<file path="src/rtl/x64_ser.sv">
// x64_ser: serializes a 64-bit word pair {b,a} into a free-running frame of bytes, MSB of b first.
// Optional build macro X64_SER_CHECKSUM_EN appends an XOR checksum slot (17-slot frame).
module x64_ser #(
  parameter int HALF_W = 64,
  parameter int BYTE_W = 8,
`ifdef X64_SER_CHECKSUM_EN
  localparam int SLOTS = 2 * HALF_W / BYTE_W + 1,
`else
  localparam int SLOTS = 2 * HALF_W / BYTE_W,
`endif
  localparam int CNT_W = $clog2(SLOTS)
) (
  input  logic              clk,
  input  logic              rst,
  input  logic [HALF_W-1:0] data_i_a,
  input  logic [HALF_W-1:0] data_i_b,
  input  logic              in_valid,
  output logic              in_ready,
  output logic [BYTE_W-1:0] data_o,
  output logic              byte_valid,
  output logic              frame_start,
  output logic              frame_done,
  output logic [CNT_W-1:0]  cnt
);

  localparam int PAIR_W = 2 * HALF_W;
  localparam int SREG_W = SLOTS * BYTE_W;
  localparam logic [CNT_W-1:0] LAST = CNT_W'(SLOTS - 1);

  localparam logic IDLE_FRAME = 1'b0;
  localparam logic DATA_FRAME = 1'b1;

  logic [SREG_W-1:0] sreg;
  logic [SREG_W-1:0] load_val;
  logic [HALF_W-1:0] hold_a;
  logic [HALF_W-1:0] hold_b;
  logic              hold_full;
  logic              armed;
  logic              state;
  logic              load_now;
  logic              accept;

`ifdef X64_SER_CHECKSUM_EN
  function automatic logic [BYTE_W-1:0] xor_bytes(input logic [PAIR_W-1:0] p);
    logic [BYTE_W-1:0] x;
    x = '0;
    for (int unsigned i = 0; i < PAIR_W / BYTE_W; i++)
      x ^= p[i*BYTE_W +: BYTE_W];
    return x;
  endfunction
`endif

  assign load_now   = armed && (cnt == LAST);
  assign in_ready   = !hold_full || load_now;
  assign accept     = in_valid && in_ready;
  assign data_o     = sreg[SREG_W-1 -: BYTE_W];
  assign byte_valid = (state == DATA_FRAME);

  always_comb begin
    load_val = '0;
    if (hold_full) begin
`ifdef X64_SER_CHECKSUM_EN
      load_val = {hold_b, hold_a, xor_bytes({hold_b, hold_a})};
`else
      load_val = {hold_b, hold_a};
`endif
    end
  end

  // The first edge after reset release opens slot 0 without advancing cnt,
  // so every frame, including the first, begins with frame_start.
  always_ff @(posedge clk or negedge rst) begin
    if (!rst) begin
      cnt         <= '0;
      sreg        <= '0;
      hold_a      <= '0;
      hold_b      <= '0;
      hold_full   <= 1'b0;
      armed       <= 1'b0;
      state       <= IDLE_FRAME;
      frame_start <= 1'b0;
      frame_done  <= 1'b0;
    end else begin
      if (accept) begin
        hold_a    <= data_i_a;
        hold_b    <= data_i_b;
        hold_full <= 1'b1;
      end else if (load_now) begin
        hold_full <= 1'b0;
      end

      if (!armed) begin
        armed       <= 1'b1;
        frame_start <= 1'b1;
        frame_done  <= 1'b0;
      end else if (load_now) begin
        cnt         <= '0;
        sreg        <= load_val;
        state       <= hold_full ? DATA_FRAME : IDLE_FRAME;
        frame_start <= 1'b1;
        frame_done  <= (state == DATA_FRAME);
      end else begin
        cnt         <= cnt + CNT_W'(1);
        sreg        <= sreg << BYTE_W;
        frame_start <= 1'b0;
        frame_done  <= 1'b0;
      end
    end
  end

endmodule
</file>
<file path="config.mk">
export PLATFORM = sky130hd
export DESIGN_NAME = x64_ser
export DESIGN_NICKNAME = d
export VERILOG_FILES = /design/src/rtl/x64_ser.sv
export SDC_FILE = /design/constraint.sdc
export NUM_CORES = 1
export LEC_CHECK = 0
export ABC_CLOCK_PERIOD_IN_PS = 2600
export BUFFER_PORTS_ARGS = -buffer_cell sky130_fd_sc_hd__buf_2
export CORE_UTILIZATION = 58
export DETAILED_ROUTE_END_ITERATION = 10
export PLACE_DENSITY = 0.89
export SLEW_MARGIN = 20
export SYNTH_ARGS = -nofsm -noshare
export SYNTH_HDL_FRONTEND = slang
export SYNTH_SLANG_ARGS = --single-unit
</file>
<file path="constraint.sdc">
create_clock -name clk -period 2.6 [get_ports clk]
set_clock_uncertainty 0.2 [all_clocks]
set_input_delay 0.26 -clock clk [delete_from_list [all_inputs] [get_ports clk]]
set_output_delay 0.26 -clock clk [all_outputs]
set_load 0.01 [all_outputs]
</file>
==> summary.md <==
• VDD IR-drop max: 0.000613 V
• root buffer cell: sky130_fd_sc_hd__clkbuf_16
• kind of critical path: reg2reg
• post-synthesis instance area: 11100 um2
• fin. max-slew vios: 0
• number of remaining DRC errors: 0
• total detailed-routing wirelength: 29000 um
• remaining antenna violation count after routing: 0
• Final nets: 1359
• Vias per Instance: 5.92
• count of synthesis-stage warnings from yosys: 0
• total of fill cells in the finished design: 1109
• top cells by area in the synthesized netlist: sky130_fd_sc_hd__dfrtp_1 60%, sky130_fd_sc_hd__mux2_2 13%, sky130_fd_sc_hd__a31oi_1 6.8%, sky130_fd_sc_hd__nand3_1 5.5%, sky130_fd_sc_hd__nand2_1 4.2%
• Die Span X: 140 um
• Sink Count: 265
• clock tree from TritonCTS: built
• worst max-slew margin expressed relative to the limit: 28.1%
• data arrival time of the critical path: 2.56 ns
• area inside the core boundary: 18700 um2
• # Max-Cap Violations: 0
• leftover overflow at the end of global routing: 0
• total power consumption of the routed design: 14400 uW
• total setup buffers inserted after CTS: 0
• Yosys top cell by area: sky130_fd_sc_hd__dfrtp_1
• count of buffers from port buffering: 146
• launch point of the worst reg-to-reg path: cnt[0]
• net count of the mapped netlist: 1128
• reg2reg path depth: 5
• required arrival time at the worst endpoint: 2.80 ns
• largest net degree at the start of global routing: 133
• outcome: complete, no violations
• kind of start point of the critical path: flop
• # rows: 50
• Hold Vio Cnt, Final: 0
• via count: 8773
• Clk Latency, worst-skew pair: 0.52 ns
• TritonRoute pass-1 iters: 5
• antenna violations before repair: 1
• all-layer global routing usage: 30.5%
• peak clock frequency supported by timing: 423 MHz
• Syn-to-layout area delta: 27.5%
• kind of end point of the critical path: flop
• power density over the cells: 1020 nW/um2
• post-synthesis sequential element count: 265
• initial core utilization: 59.2%
• number of buffers on the longest clock path: 3
• Finished Cell Area: 14100 um2
• total die area: 19700 um2
• placed cell areas: 11900 um2
• part of the Yosys area used for sequential elements: 59.9%
• path type of the worst min-delay path: in2async
• Period Utilization, post-route: 90.9%
• number of cells produced by synthesis: 996
• # IOs: 147
• DR WL/cell: 19.6 um
• clock-pin slew reported for the worst setup and hold paths after clock tree synthesis: 0.06 ns
• unrepaired setup endpoints after global routing: false
• clock buffers created by TritonCTS: 27
• Worst Max-Slew Pin Slew: 1.08 ns
• leakage component of the power: 0.00642 uW
• detailed-placement wirelength estimate: 15300 um
• final setup TNS: 0 ns
• floorplan die height: 140 um
• Critical Path Start: cnt[0]
• Syn Area/Cell: 11.1 um2
• Worst Hold Slack: 0.117 ns
• portion of synthesized cell area occupied by the leading cell type: 59.9%
• final setup violation count: 0
• post-layout minimum cycle time: 2.36 ns
• share of the core filled with cells: 75.5%
• share of final-layout standard cells stronger than drive strength 1: 27.7%
• via count of the first global-routing pass: 9104
• first-pass GRT wire length: 47000 um
• First DRT Iteration DRCs: 839
• Final GP Congestion: 0.770
• number of levels in the clock H-tree: 1
• synth unique cells: 25
• maximum fanout count along the critical path: 58
cell usage after synthesis (all sizes together):
| cell | count |
|---|---|
| dfrtp | 265 |
| mux2 | 130 |
| nand2 | 124 |
| nand3 | 121 |
| nor2 | 121 |
| a31oi | 120 |
| clkbuf | 49 |
| buf | 43 |
| a22o | 8 |
| and3 | 3 |
| nand4 | 2 |
| o21ai | 2 |
| a21boi | 1 |
| a21o | 1 |
| a21oi | 1 |
| conb | 1 |
| ha | 1 |
| inv | 1 |
| nand2b | 1 |
| xnor2 | 1 |
where the power goes:
part | switching, uW | leakage (uW) | total [uW] | internal [uW]
Clock | 1600 | 0.000460 | 4030 | 2430
Combinational | 1610 | 0.00290 | 3320 | 1710
Sequential | 1200 | 0.00306 | 7080 | 5880
Total | 4410 | 0.00642 | 14400 | 10000
cells in the final DEF, fill, tap and decap left out:
cell type / instances
sky130_fd_sc_hd__clkbuf_8: 8
sky130_fd_sc_hd__ha_1: 1
sky130_fd_sc_hd__clkbuf_16: 27
sky130_fd_sc_hd__a31oi_1: 120
sky130_fd_sc_hd__clkinv_2: 6
sky130_fd_sc_hd__conb_1: 1
sky130_fd_sc_hd__dlygate4sd3_1: 130
sky130_fd_sc_hd__buf_8: 1
sky130_fd_sc_hd__xnor2_1: 1
sky130_fd_sc_hd__clkbuf_1: 3
sky130_fd_sc_hd__buf_12: 11
sky130_fd_sc_hd__a22o_1: 8
sky130_fd_sc_hd__o21ai_0: 2
sky130_fd_sc_hd__clkinvlp_4: 2
sky130_fd_sc_hd__a21boi_4: 1
sky130_fd_sc_hd__a21o_1: 1
sky130_fd_sc_hd__diode_2: 1
sky130_fd_sc_hd__nor2_1: 121
sky130_fd_sc_hd__and3_4: 1
sky130_fd_sc_hd__nand2b_1: 1
sky130_fd_sc_hd__dfrtp_4: 2
sky130_fd_sc_hd__buf_2: 145
sky130_fd_sc_hd__nand3_1: 120
sky130_fd_sc_hd__mux2_2: 130
sky130_fd_sc_hd__bufinv_16: 3
sky130_fd_sc_hd__dfrtp_1: 263
sky130_fd_sc_hd__a21oi_1: 1
sky130_fd_sc_hd__nand3_4: 1
sky130_fd_sc_hd__nand2_1: 124
sky130_fd_sc_hd__and3_1: 2
sky130_fd_sc_hd__inv_1: 1
sky130_fd_sc_hd__nand4_2: 1
sky130_fd_sc_hd__buf_4: 7
sky130_fd_sc_hd__nand4_1: 1
state kept, by name, indices dropped and copies added (netlist names), 4 cells and up:
name,cells
cnt,4
hold_a,64
hold_b,64
sreg,128
metal layers:
layer / vias up / wire [um] / track usage, %
met5: - / 0 / 0
met4: 0 / 1350 / 13.8
met3: 105 / 1870 / 5.98
met2: 390 / 14700 / 51.8
met1: 4340 / 11100 / 37.9
li1: 3938 / - / -
worst max-delay path, stage by stage (launching register included):
cell                       delay (ns)
sky130_fd_sc_hd__dfrtp_1         0.44
sky130_fd_sc_hd__ha_1            0.33
sky130_fd_sc_hd__nand4_2         0.18
sky130_fd_sc_hd__a21boi_4        0.31
sky130_fd_sc_hd__buf_12          0.32
sky130_fd_sc_hd__mux2_2          0.41
timing repair:
item	in CTS	in global routing
endpoints found under the hold margin	292	0
hold buffers	130	0
gates resized for setup	0	0
endpoints found under the setup margin	0	0
through the flow:
stage	setup slack [ns]	cells
3_3_place_gp	0.386	1302
4_1_cts	0.258	1481
5_1_grt	0.0910	1482
3_5_place_dp	0.280	1302
2_1_floorplan	0.639	996
6_report	0.236	1482
final cells by class:
type | count | area (um2) | share of cell area, %
inverter | 1 | 3.75 | 0.0266
sequential | 265 | 6640 | 47.0
tap | 234 | 293 | 2.07
antenna | 1 | 2.50 | 0.0177
clock inverter | 11 | 135 | 0.957
multi-input combinational | 638 | 3940 | 27.9
clock buffer | 38 | 797 | 5.64
timing repair buffer | 294 | 2310 | 16.4
worst paths after layout:
kind | endpoint | slack [ns]
min reg2reg | sreg[4] | 0.30
max reg2reg | hold_b[13] | 0.24
max in group asynchronous | hold_b[6] | 1.35
max | hold_b[13] | 0.24
min in group clk | sreg[4] | 0.30
min | hold_b[44] | 0.12
cells by family after synthesis:
family	share of synthesized area (%)
other cells	0.0339
flops	59.9
xor+xnor	0.0791
compound gates	7.72
buf+inv	4.80
fa+ha+maj	0.113
simple gates	14.2
mux	13.2
Note: power is estimated with default switching activity, not from simulation.
